<file path="config.mk">
export PLATFORM = sky130hd
export DESIGN_NAME = pulse_train_gen
export DESIGN_NICKNAME = d
export VERILOG_FILES = /design/src/rtl/pulse_pkg.sv /design/src/rtl/pulse_gen_ch.sv /design/src/rtl/pulse_train_gen.sv
export SDC_FILE = /design/constraint.sdc
export NUM_CORES = 1
export LEC_CHECK = 0
export ABC_CLOCK_PERIOD_IN_PS = 2810
export CAP_MARGIN = 20
export CELL_PAD_IN_SITES_DETAIL_PLACEMENT = 1
export CELL_PAD_IN_SITES_GLOBAL_PLACEMENT = 2
export CORE_AREA = 2 2 162 196
export DETAILED_ROUTE_END_ITERATION = 16
export DIE_AREA = 0 0 164 198
export GPL_ROUTABILITY_DRIVEN = 0
export PLACE_DENSITY_LB_ADDON = 0.1
export SKIP_CTS_REPAIR_TIMING = 1
export SLEW_MARGIN = 25
export SYNTH_ARGS = -nofsm -noshare
export SYNTH_HDL_FRONTEND = slang
export SYNTH_HIERARCHICAL = 1
export SYNTH_SLANG_ARGS = --single-unit
</file>
<file path="constraint.sdc">
create_clock -name clk -period 2.81 [get_ports clk]
set_input_delay 0.843 -clock clk [delete_from_list [all_inputs] [get_ports clk]]
set_output_delay 0.843 -clock clk [all_outputs]
set_load 0.02 [all_outputs]
</file>
<file path="src/rtl/pulse_pkg.sv">
// Shared definitions for the pulse train generator: channel FSM state
// encoding and the default length-field width.
package pulse_pkg;

  localparam int unsigned CNT_W_DEFAULT = 8;

  typedef enum logic [1:0] {
    ST_IDLE = 2'd0,
    ST_HIGH = 2'd1,
    ST_LOW  = 2'd2
  } pulse_state_e;

endpackage

</file>
<file path="src/rtl/pulse_gen_ch.sv">
// Single pulse channel: on start, latches high/low/burst lengths and emits
// a train of high_len-cycle pulses separated by low_len cycles.
// Ports:
//   clk, rst_n                  clock, async active-low reset
//   start, stop                 start request / abort request
//   high_len, low_len, burst_len  lengths in cycles (burst_len 0 = continuous)
//   pulse_out                   registered pulse output
//   busy                        high in HIGH or LOW
//   done                        one-cycle strobe at natural end of a burst
module pulse_gen_ch
  import pulse_pkg::*;
#(
  parameter int unsigned CNT_W = CNT_W_DEFAULT
) (
  input  logic             clk,
  input  logic             rst_n,
  input  logic             start,
  input  logic             stop,
  input  logic [CNT_W-1:0] high_len,
  input  logic [CNT_W-1:0] low_len,
  input  logic [CNT_W-1:0] burst_len,
  output logic             pulse_out,
  output logic             busy,
  output logic             done
);

  localparam logic [CNT_W-1:0] ONE = CNT_W'(1);

  pulse_state_e     state;
  logic [CNT_W-1:0] cnt;     // cycles remaining in current phase, minus one
  logic [CNT_W-1:0] rem;     // pulses remaining including the current one
  logic [CNT_W-1:0] high_q;
  logic [CNT_W-1:0] low_q;   // already forced to at least 1
  logic             cont_q;  // continuous mode (burst_len was 0)

  // Channel FSM with registered outputs
  always_ff @(posedge clk or negedge rst_n) begin
    if (!rst_n) begin
      state     <= ST_IDLE;
      cnt       <= '0;
      rem       <= '0;
      high_q    <= '0;
      low_q     <= '0;
      cont_q    <= 1'b0;
      pulse_out <= 1'b0;
      busy      <= 1'b0;
      done      <= 1'b0;
    end else begin
      done <= 1'b0;
      unique case (state)
        ST_IDLE: begin
          if (start && !stop) begin
            high_q <= high_len;
            low_q  <= (low_len == '0) ? ONE : low_len;
            cont_q <= (burst_len == '0);
            rem    <= burst_len;
            if (high_len == '0) begin
              // Zero-width pulse: finish immediately without leaving IDLE
              done <= 1'b1;
            end else begin
              state     <= ST_HIGH;
              pulse_out <= 1'b1;
              busy      <= 1'b1;
              cnt       <= high_len - ONE;
            end
          end
        end
        ST_HIGH: begin
          if (stop) begin
            state     <= ST_IDLE;
            pulse_out <= 1'b0;
            busy      <= 1'b0;
            cnt       <= '0;
          end else if (cnt != '0) begin
            cnt <= cnt - ONE;
          end else if (cont_q || (rem > ONE)) begin
            state     <= ST_LOW;
            pulse_out <= 1'b0;
            cnt       <= low_q - ONE;
            if (!cont_q) rem <= rem - ONE;
          end else begin
            state     <= ST_IDLE;
            pulse_out <= 1'b0;
            busy      <= 1'b0;
            done      <= 1'b1;
            rem       <= '0;
          end
        end
        ST_LOW: begin
          if (stop) begin
            state <= ST_IDLE;
            busy  <= 1'b0;
            cnt   <= '0;
          end else if (cnt != '0) begin
            cnt <= cnt - ONE;
          end else begin
            state     <= ST_HIGH;
            pulse_out <= 1'b1;
            cnt       <= high_q - ONE;
          end
        end
        default: begin
          state     <= ST_IDLE;
          pulse_out <= 1'b0;
          busy      <= 1'b0;
          cnt       <= '0;
        end
      endcase
    end
  end

endmodule

</file>
<file path="src/rtl/pulse_train_gen.sv">
// Multi-channel pulse train generator: CH independent pulse_gen_ch
// instances fed from flattened per-channel length buses.
// Ports:
//   clk, rst_n        clock, async active-low reset
//   start, stop       per-channel start / abort requests
//   high_len, low_len, burst_len  per-channel fields, channel i at [i*CNT_W +: CNT_W]
//   pulse_out, busy, done         per-channel outputs
module pulse_train_gen
  import pulse_pkg::*;
#(
  parameter int unsigned CH    = 4,
  parameter int unsigned CNT_W = CNT_W_DEFAULT
) (
  input  logic                clk,
  input  logic                rst_n,
  input  logic [CH-1:0]       start,
  input  logic [CH-1:0]       stop,
  input  logic [CH*CNT_W-1:0] high_len,
  input  logic [CH*CNT_W-1:0] low_len,
  input  logic [CH*CNT_W-1:0] burst_len,
  output logic [CH-1:0]       pulse_out,
  output logic [CH-1:0]       busy,
  output logic [CH-1:0]       done
);

  for (genvar i = 0; i < CH; i++) begin : g_ch
    pulse_gen_ch #(
      .CNT_W(CNT_W)
    ) u_ch (
      .clk      (clk),
      .rst_n    (rst_n),
      .start    (start[i]),
      .stop     (stop[i]),
      .high_len (high_len[i*CNT_W +: CNT_W]),
      .low_len  (low_len[i*CNT_W +: CNT_W]),
      .burst_len(burst_len[i*CNT_W +: CNT_W]),
      .pulse_out(pulse_out[i]),
      .busy     (busy[i]),
      .done     (done[i])
    );
  end

endmodule

</file>
==> results.py, run 1 <==
metrics = {
    "synth": {
        "synth_fp_nets": 1368,
        "syn_area_um2": 10200,
        "yosysUniqueCellTypes": 80,
        "yosys_warnings": 6,
        "ys_ff_latch": 152,
        "synth_edf_count": 0,
        "synthFlopType": "dfrtp_1",
        "seq_area_frac_synth_pct": 37.2,
        "async_flop_share_pct": 100,
        "synthCells": 1230,
        "syn-mean-instance-area_um2": 8.32,
    },
    "place": {
        "io_buffers": 117,
        "post-place-ws_ns": -0.0239,
        "hpwl_mm": 25.0,
    },
    "floorplan": {
        "ios": 118,
        "die_w_um": 164,
        "rows": 71,
        "initial_core_util_pct": 33.2,
        "core_area_um2": 30800,
        "die_h_um": 198,
        "die_area_um2": 32500,
    },
    "critical_path": {
        "slowest_stage": "dfrtp_1",
        "worstPathCellList": "inv_1, ha_1, nor4b_2, and2_1, buf_4, a31oi_1, a21oi_1, nor3_2, a221o_1",
        "cp_slowest_stage_delay_ns": 0.41,
        "startpoint": "g_ch[3].u_ch/cnt[0]",
        "critPathKind": "register to register",
        "cp_max_fo": 8,
        "regToRegSetupSlack_ns": 0.42,
        "reg2reg_depth": 9,
        "timing.rr.start": "g_ch[3].u_ch/cnt[0]",
        "r2r-end": "g_ch[3].u_ch/cnt[6]",
        "endpoint_kind": "register",
        "crit_path_start_kind": "register",
        "critPathArrivalTime_ns": 2.73,
        "cp.required_ns": 3.14,
    },
    "finish": {
        "multiInputGateArea_um2": 5920,
        "areaGrowthSynthToFinish_pct": 25.3,
        "fillCellCount": 3692,
        "final_common_cell": "nand2_1",
        "area.sequential_um2": 3800,
        "nets": 1531,
        "layout_common_cells": "nand2_1 (231), dfrtp_1 (152), clkdlybuf4s50_1 (116)",
        "num_antenna_cells": 0,
        "layout-drive-gt1-share_pct": 11.7,
        "final_core_util_pct": 41.6,
    },
    "timing": {
        "timing.slew.headroom_pct": 43.7,
        "finalSetupViolations": 0,
        "rsz0062_at_grt": "false",
        "hold_viol": 0,
        "drv_slew": 0,
        "setup_slack_ns": 0.416,
        "skew_ns": 0.00969,
        "fin_crit_ns": 2.39,
        "period_share_pct": 85.2,
        "fmax_mhz": 418,
        "worst_pin_slew_ns": 0.841,
    },
    "run_status": {
        "outcome": "finished, final reports clean",
    },
    "global_routing": {
        "grt_max_degree": 49,
        "grt_pass1_vias": 10193,
        "antenna_found_initial": 0,
        "grt-ovfl-total": 0,
        "grt_pass1_wl_mm": 53.5,
        "grt_usage_pct": 20.7,
    },
    "routing": {
        "drcViolationCount": 0,
        "drtIter0Drc": 476,
        "finalWirelength_mm": 32.2,
        "postRouteAntennaNets": 0,
        "drtPass1Iterations": 5,
        "via_per_inst": 5.33,
        "post_drt_wl_per_cell_um": 17.8,
        "vias": 9624,
    },
    "clocking": {
        "cts_buffer_depth": 2,
        "htree_num_levels": 4,
        "cts_root_buf": "clkbuf_16",
        "cts_sinks": 152,
        "clk_latency_ns": 0.44,
        "cts_made_buffers": 17,
        "clk_pin_slew_ns": 0.07,
        "cts_tree": "yes",
    },
    "power": {
        "p_per_area_nw_per_um2": 1060,
        "power_mw": 13.6,
        "power_leakage_nw": 5.42,
        "ir_worst_vdd_mv": 0.428,
    },
    "job": {
        "maxCapViolations": 0,
    },
    "min_path": {
        "hp-class": "input pin to asynchronous set/reset pin",
    },
}
-- metrics by stage --
stage                     setup TNS, ns  instance area [um2]  std cells  hold WS [ns]
after global placement                0                12200       1775         0.475
final                                 0                12800       1806         0.326
after floorplan                       0                10200       1230         0.455
after global routing                  0                12800       1806         0.349
after CTS                             0                12800       1806         0.350
after detailed placement        -0.0239                12200       1775         0.483
-- final cells by class --
| class | instances | share of cell area (%) |
|---|---|---|
| flip-flops and latches | 152 | 29.7 |
| repair buffers | 196 | 14.2 |
| well taps | 401 | 3.91 |
| inverters | 54 | 1.58 |
| multi-input cells | 972 | 46.2 |
| clock inverters | 10 | 0.742 |
| clock buffers | 21 | 3.75 |
-- cells in the mapped netlist (22+ instances only) --
library cell	count	area, um2
a21oi_1	62	310
inv_1	54	203
nor2_1	70	263
or3_1	32	200
xnor2_1	38	333
clkbuf_1	22	82.6
nand2_1	231	867
xor2_1	25	219
dfrtp_1	152	3800
o21ai_0	108	541
nor4_1	32	200
ha_1	32	400
nor3_1	28	140
o22ai_1	40	250
nand2b_1	24	150
-- worst max path at each step --
stage,end,cells past startpoint
6_report,g_ch[3].u_ch/cnt[6],9
5_1_grt,g_ch[3].u_ch/cnt[6],9
4_1_cts,g_ch[3].u_ch/cnt[6],9
3_5_place_dp,g_ch[1].u_ch/cnt[5],7
3_3_place_gp,g_ch[3].u_ch/cnt[6],7
2_1_floorplan,g_ch[0].u_ch/cnt[5],6
-- power breakdown --
group | internal [mW] | switching (mW) | leakage (nW) | total (mW)
Combinational | 3.00 | 3.90 | 3.25 | 6.90
Clock | 1.31 | 0.988 | 0.270 | 2.30
Sequential | 3.16 | 1.21 | 1.90 | 4.37
Total | 7.48 | 6.10 | 5.42 | 13.6
-- cells by family (layout without fill, tap and decap cells) --
| kind of cell | Yosys count | count (layout) | synth area share, % |
|---|---|---|---|
| AND/OR/NAND/NOR | 525 | 525 | 26.1 |
| AO/OA/AOI/OAI | 349 | 349 | 22.2 |
| flip-flops | 152 | 152 | 37.2 |
| buffers and inverters | 106 | 281 | 4.97 |
| XOR/XNOR | 63 | 63 | 5.39 |
| adder cells (fa/ha/maj) | 32 | 32 | 3.91 |
| multiplexers | 3 | 3 | 0.294 |
-- per-layer routing --
metal	GRT usage [%]	wire [um]	part of all wire, %	vias to the layer above
li1	-	-	-	4746
met1	25.9	14600	45	4691
met2	36.5	16200	50	146
met3	3.48	823	2.6	41
met4	5.78	598	1.9	0
met5	0	0	0	-
-- registers in the layout, indices dropped and copies added, names as in the netlist --
register / cells
g_ch.u_ch/cnt: 32
g_ch.u_ch/high_q: 32
g_ch.u_ch/low_q: 32
g_ch.u_ch/rem: 32
g_ch.u_ch/state: 8
g_ch.u_ch/busy: 4
g_ch.u_ch/cont_q: 4
g_ch.u_ch/done: 4
g_ch.u_ch/pulse_out: 4
-- worst max-delay path, delay by kind of cell (launching register included) --
family	cells	cell delay, ns
buffers and inverters	2	0.34
and+or+nand+nor	3	0.79
DFF	1	0.41
adders and majority gates	1	0.16
AOI/OAI and AO/OA	3	0.57
(Power assumes the default switching activity.)
==> inputs of run 2 (changes only) <==
- ABC_CLOCK_PERIOD_IN_PS: 2810 -> 2990
- CORE_AREA: 2 2 162 196 -> 2 2 155 188
- DIE_AREA: 0 0 164 198 -> 0 0 157 190
- clock period: 2.81 -> 2.99 ns (I/O delays scaled with it)
==> run 2 against run 1 <==
- sequential cell count stayed put
- routed wire length down 2.2%
- largest cell class unchanged
- largest power group unchanged
- first-iteration DRC count fell by 25%
- count of clock-buffer cells in the layout down 1
- final cell count fell by 2.4%
- highest routed layer unchanged
- clock skew increased by 0.0025 ns
- via count rose by 0.45%
- register-to-register slack better by 0.17 ns
==> results.py, run 2 (synthesis results as in run 1) <==
metrics = {
    "clocking": {
        "htree_num_levels": 4,
        "cts_root_buf": "clkbuf_16",
        "cts_sinks": 152,
        "cts_tree": "yes",
        "clk_pin_slew_ns": 0.07,
        "clk_latency_ns": 0.44,
        "cts_buffer_depth": 2,
        "cts_made_buffers": 17,
    },
    "power": {
        "switching_power_mw": 5.77,
        "power_mw": 12.8,
        "p_sw_share_pct": 44.9,
        "power_leakage_nw": 5.31,
        "p_clk_share_pct": 18.0,
        "p_per_area_nw_per_um2": 1020,
        "internal_power_mw": 7.08,
        "p_seq_share_pct": 31.9,
        "ir_worst_vdd_mv": 0.431,
        "combPwrFrac_pct": 50.1,
    },
    "critical_path": {
        "cp.required_ns": 3.32,
        "critPathArrivalTime_ns": 2.77,
        "cp_max_fo": 16,
        "critPathKind": "input pin to register",
        "endpoint_kind": "register",
        "crit_path_start_kind": "input pin",
        "reg2reg_depth": 7,
        "startpoint": "stop[0]",
        "timing.rr.start": "g_ch[3].u_ch/cnt[0]",
    },
    "global_routing": {
        "grt_max_degree": 55,
        "grt_pass1_vias": 10124,
        "top_usage_layer": "met2",
        "grt_usage_pct": 21.7,
        "antenna_found_initial": 0,
        "grt-ovfl-total": 0,
        "use_met2_pct": 38.7,
        "grt_pass1_wl_mm": 52.2,
        "met1_usage_pct": 27.2,
        "use_met3_pct": 2.57,
    },
    "timing": {
        "setup_slack_ns": 0.545,
        "fin_setup_tns_ns": 0,
        "worst_pin_slew_ns": 0.856,
        "hold_viol": 0,
        "period_share_pct": 81.8,
        "finalSetupViolations": 0,
        "fmax_mhz": 409,
        "timing.slew.headroom_pct": 42.7,
        "rsz0062_at_grt": "false",
        "hold_ws_ns": 0.418,
        "drv_slew": 0,
        "skew_ns": 0.0122,
        "fin_crit_ns": 2.44,
    },
    "run_status": {
        "outcome": "finished, final reports clean",
    },
    "floorplan": {
        "core_area_um2": 28200,
        "initial_core_util_pct": 36.3,
        "ios": 118,
        "die_area_um2": 29800,
        "rows": 68,
        "die_w_um": 157,
        "die_h_um": 190,
    },
    "routing": {
        "postRouteAntennaNets": 0,
        "vias": 9667,
        "drcViolationCount": 0,
        "post_drt_wl_per_cell_um": 17.9,
        "via_per_inst": 5.48,
        "drtPass1Iterations": 5,
        "finalWirelength_mm": 31.5,
        "drtIter0Drc": 358,
    },
    "finish": {
        "areaGrowthSynthToFinish_pct": 23.5,
        "num_antenna_cells": 0,
        "layout-drive-gt1-share_pct": 9.87,
        "layout_common_cells": "nand2_1 (231), dfrtp_1 (152), clkdlybuf4s50_1 (116)",
        "final_common_cell": "nand2_1",
        "nets": 1503,
    },
    "job": {
        "maxCapViolations": 0,
    },
    "place": {
        "io_buffers": 117,
        "hpwl_mm": 24.0,
        "post-place-ws_ns": 0.106,
    },
    "min_path": {
        "hp-class": "input pin to asynchronous set/reset pin",
    },
}
==> run 2: critical path: stages <==
cell,delay (ns)
clkdlybuf4s50_1,0.57
nor3b_1,0.45
nand3_1,0.20
o21ai_2,0.21
buf_12,0.16
o21ai_0,0.10
a22o_1,0.19
==> run 2: metrics by stage <==
stage / cells / utilization [%] / area (um2)
floorplan: 1230 / - / 10200
global placement: 1731 / 42.7 / 12000
detailed placement: 1731 / 42.7 / 12000
CTS: 1763 / 44.9 / 12600
global route: 1763 / 44.9 / 12600
finish: 1763 / 44.9 / 12600
==> run 2: metal layers <==
| metal | vias up | wire, um |
|---|---|---|
| met5 | - | 0 |
| met4 | 0 | 580 |
| met3 | 37 | 697 |
| met2 | 145 | 15900 |
| met1 | 4779 | 14300 |
| li1 | 4706 | - |
==> run 2: final cells by class <==
class	instances	area [um2]
clock buffer	20	447
tap	385	482
inverter	54	203
sequential	152	3800
clock inverter	12	166
multi-input combinational	972	5920
fill	3409	15500
timing repair buffer	168	1620
==> run 2: worst paths after layout <==
path	to	slack, ns
worst max-delay path	g_ch[0].u_ch/rem[6]	0.55
worst min-delay path	g_ch[2].u_ch/rem[6]	0.42
worst max register to register	g_ch[3].u_ch/rem[0]	0.59
worst min register to register	g_ch[1].u_ch/low_q[7]	0.50
max in group asynchronous	g_ch[3].u_ch/high_q[2]	1.87
min in group clk	g_ch[1].u_ch/low_q[7]	0.50
==> run 2: power groups by stage <==
stage          clock network, mW  logic [mW]  registers (mW)
5_1_grt                     2.44        7.18            4.28
4_1_cts                     2.39        6.47            4.10
2_1_floorplan                  0        4.79            3.77
3_5_place_dp                   0        6.43            4.13
3_3_place_gp                   0        6.30            4.10
6_report                    2.31        6.43            4.10
==> inputs of run 3 (changes only) <==
- ABC_CLOCK_PERIOD_IN_PS: 2990 -> 2100
- CORE_AREA: 2 2 155 188 -> 2 2 169 204
- DIE_AREA: 0 0 157 190 -> 0 0 171 206
- clock period: 2.99 -> 2.1 ns (I/O delays scaled with it)
==> run 3 against run 2 <==
- the flow now finishes with violations (setup timing)
- hold slack lost 0.31 ns
- die area grew 18%
- combinational power grew 77%
- sequential power grew 38%
- via count rose by 6.0%
- critical path type is now register to register
- critical endpoint is now g_ch[2].u_ch/cnt[7]
- largest cell class unchanged
- largest power group unchanged
==> results.py, run 3 (synthesis results as in run 1) <==
metrics = {
    "run_status": {
        "outcome": "finished with violations",
        "violations": "setup timing",
    },
    "critical_path": {
        "cp.required_ns": 2.41,
        "r2r-end": "g_ch[2].u_ch/cnt[7]",
        "regToRegSetupSlack_ns": -0.01,
        "critPathKind": "register to register",
        "timing.rr.start": "g_ch[2].u_ch/cnt[0]",
        "endpoint_kind": "register",
        "crit_path_start_kind": "register",
        "cp_max_fo": 5,
        "critPathArrivalTime_ns": 2.43,
        "reg2reg_depth": 10,
    },
    "finish": {
        "fillCellCount": 4015,
        "final_common_cell": "nand2_1",
        "nets": 1661,
        "layout_common_cells": "nand2_1 (228), buf_4 (198), dfrtp_1 (151)",
        "areaGrowthSynthToFinish_pct": 39.1,
        "final_cells": 1992,
        "final_core_util_pct": 42.5,
        "num_antenna_cells": 0,
        "layout-drive-gt1-share_pct": 21.8,
    },
    "clocking": {
        "cts_root_buf": "clkbuf_16",
        "cts_sinks": 152,
        "cts_made_buffers": 17,
        "clk_latency_ns": 0.45,
        "clk_pin_slew_ns": 0.07,
        "cts_buffer_depth": 2,
        "cts_tree": "yes",
        "htree_num_levels": 4,
    },
    "floorplan": {
        "die_w_um": 171,
        "die_area_um2": 35200,
        "die_h_um": 206,
        "core_area_um2": 33500,
        "rows": 74,
        "ios": 118,
        "initial_core_util_pct": 30.5,
    },
    "timing": {
        "rsz0062_at_grt": "true",
        "worst_pin_slew_ns": 0.481,
        "finalSetupViolations": 2,
        "period_share_pct": 101,
        "skew_ns": 0.00968,
        "fin_crit_ns": 2.11,
        "drv_slew": 0,
        "timing.slew.headroom_pct": 67.8,
        "hold_viol": 0,
        "fmax_mhz": 474,
        "setup_slack_ns": -0.0117,
    },
    "place": {
        "io_buffers": 117,
        "dpl.cell_count": 1947,
        "hpwl_mm": 26.9,
    },
    "job": {
        "maxCapViolations": 0,
    },
    "min_path": {
        "hp-class": "input pin to asynchronous set/reset pin",
    },
    "global_routing": {
        "grt_usage_pct": 20.1,
        "grt_max_degree": 42,
        "grt-ovfl-total": 0,
        "antenna_found_initial": 0,
        "grt_pass1_vias": 10763,
        "grt_pass1_wl_mm": 56.2,
    },
    "power": {
        "ir_worst_vdd_mv": 0.527,
        "power_mw": 20.3,
        "power_leakage_nw": 6.16,
        "p_per_area_nw_per_um2": 1420,
    },
    "routing": {
        "finalWirelength_mm": 34.9,
        "via_per_inst": 5.15,
        "drtIter0Drc": 446,
        "vias": 10250,
        "drcViolationCount": 0,
        "post_drt_wl_per_cell_um": 17.5,
        "drtPass1Iterations": 7,
        "postRouteAntennaNets": 0,
    },
}
==> run 3: cell count changes in the layout (fill, tap and decap cells not counted), moves of 4 or more <==
cell	change
clkdlybuf4s50_1	-7
inv_1	-7
dlymetal6s2s_1	+7
buf_4	+152
inv_2	+7
o21ai_0	-7
a21oi_1	-4
o21ai_1	+6
nor4_1	-4
==> run 3: cell type report <==
class / instances / area [um2] / area share [%]
multi-input combinational: 972 / 6180 / 43.4
sequential: 152 / 3800 / 26.7
timing repair buffer: 326 / 2880 / 20.2
tap: 456 / 571 / 4.01
clock buffer: 20 / 457 / 3.21
inverter: 54 / 203 / 1.42
clock inverter: 12 / 141 / 0.994
==> run 3: how the worst max path moves through the flow <==
stage	to	from	slack (ns)	cells past startpoint
final	g_ch[2].u_ch/cnt[7]	g_ch[2].u_ch/cnt[0]	-0.01	10
after CTS	busy[1]	g_ch[1].u_ch/busy	-0.09	1
after global placement	g_ch[0].u_ch/pulse_out	high_len[4]	-0.47	8
after detailed placement	g_ch[0].u_ch/cnt[6]	stop[0]	-0.48	5
after floorplan	g_ch[0].u_ch/cnt[5]	stop[0]	0.04	6
after global routing	g_ch[2].u_ch/cnt[2]	g_ch[2].u_ch/cnt[0]	-0.10	8
==> run 3: power breakdown <==
part	total [mW]	switching (mW)	leakage (nW)	internal (mW)
clock network	3.22	1.39	0.276	1.83
registers	5.67	1.43	1.90	4.24
logic	11.4	6.04	3.99	5.33
total	20.3	8.87	6.16	11.4
==> run 3: routing by layer <==
metal	vias up	global-route usage, %	wire [um]
met5	-	0	0
met4	0	6.20	507
met1	5055	24.0	15000
li1	5015	-	-
met3	32	2.70	820
met2	148	37.1	18500
==> run 3: through the flow <==
stage          area (um2)  setup slack, ns  hold slack [ns]  TNS [ns]
5_1_grt             14200           -0.101            0.125    -0.743
6_report            14200          -0.0117            0.111   -0.0225
4_1_cts             13800          -0.0904            0.105     -1.07
3_3_place_gp        13200           -0.472            0.485    -22.20
3_5_place_dp        13200           -0.479            0.491    -25.27
2_1_floorplan       10200           0.0360            0.334         0
==> run 3: worst max-delay path, cell delays in order, from the launching register on <==
cell and delay (ns):
dfrtp_1 0.39, inv_2 0.07, ha_1 0.13, or4b_4 0.48
nor2_4 0.19, buf_4 0.15, clkbuf_16 0.13, buf_4 0.12
a21oi_1 0.06, nor2_1 0.13, o221ai_1 0.13
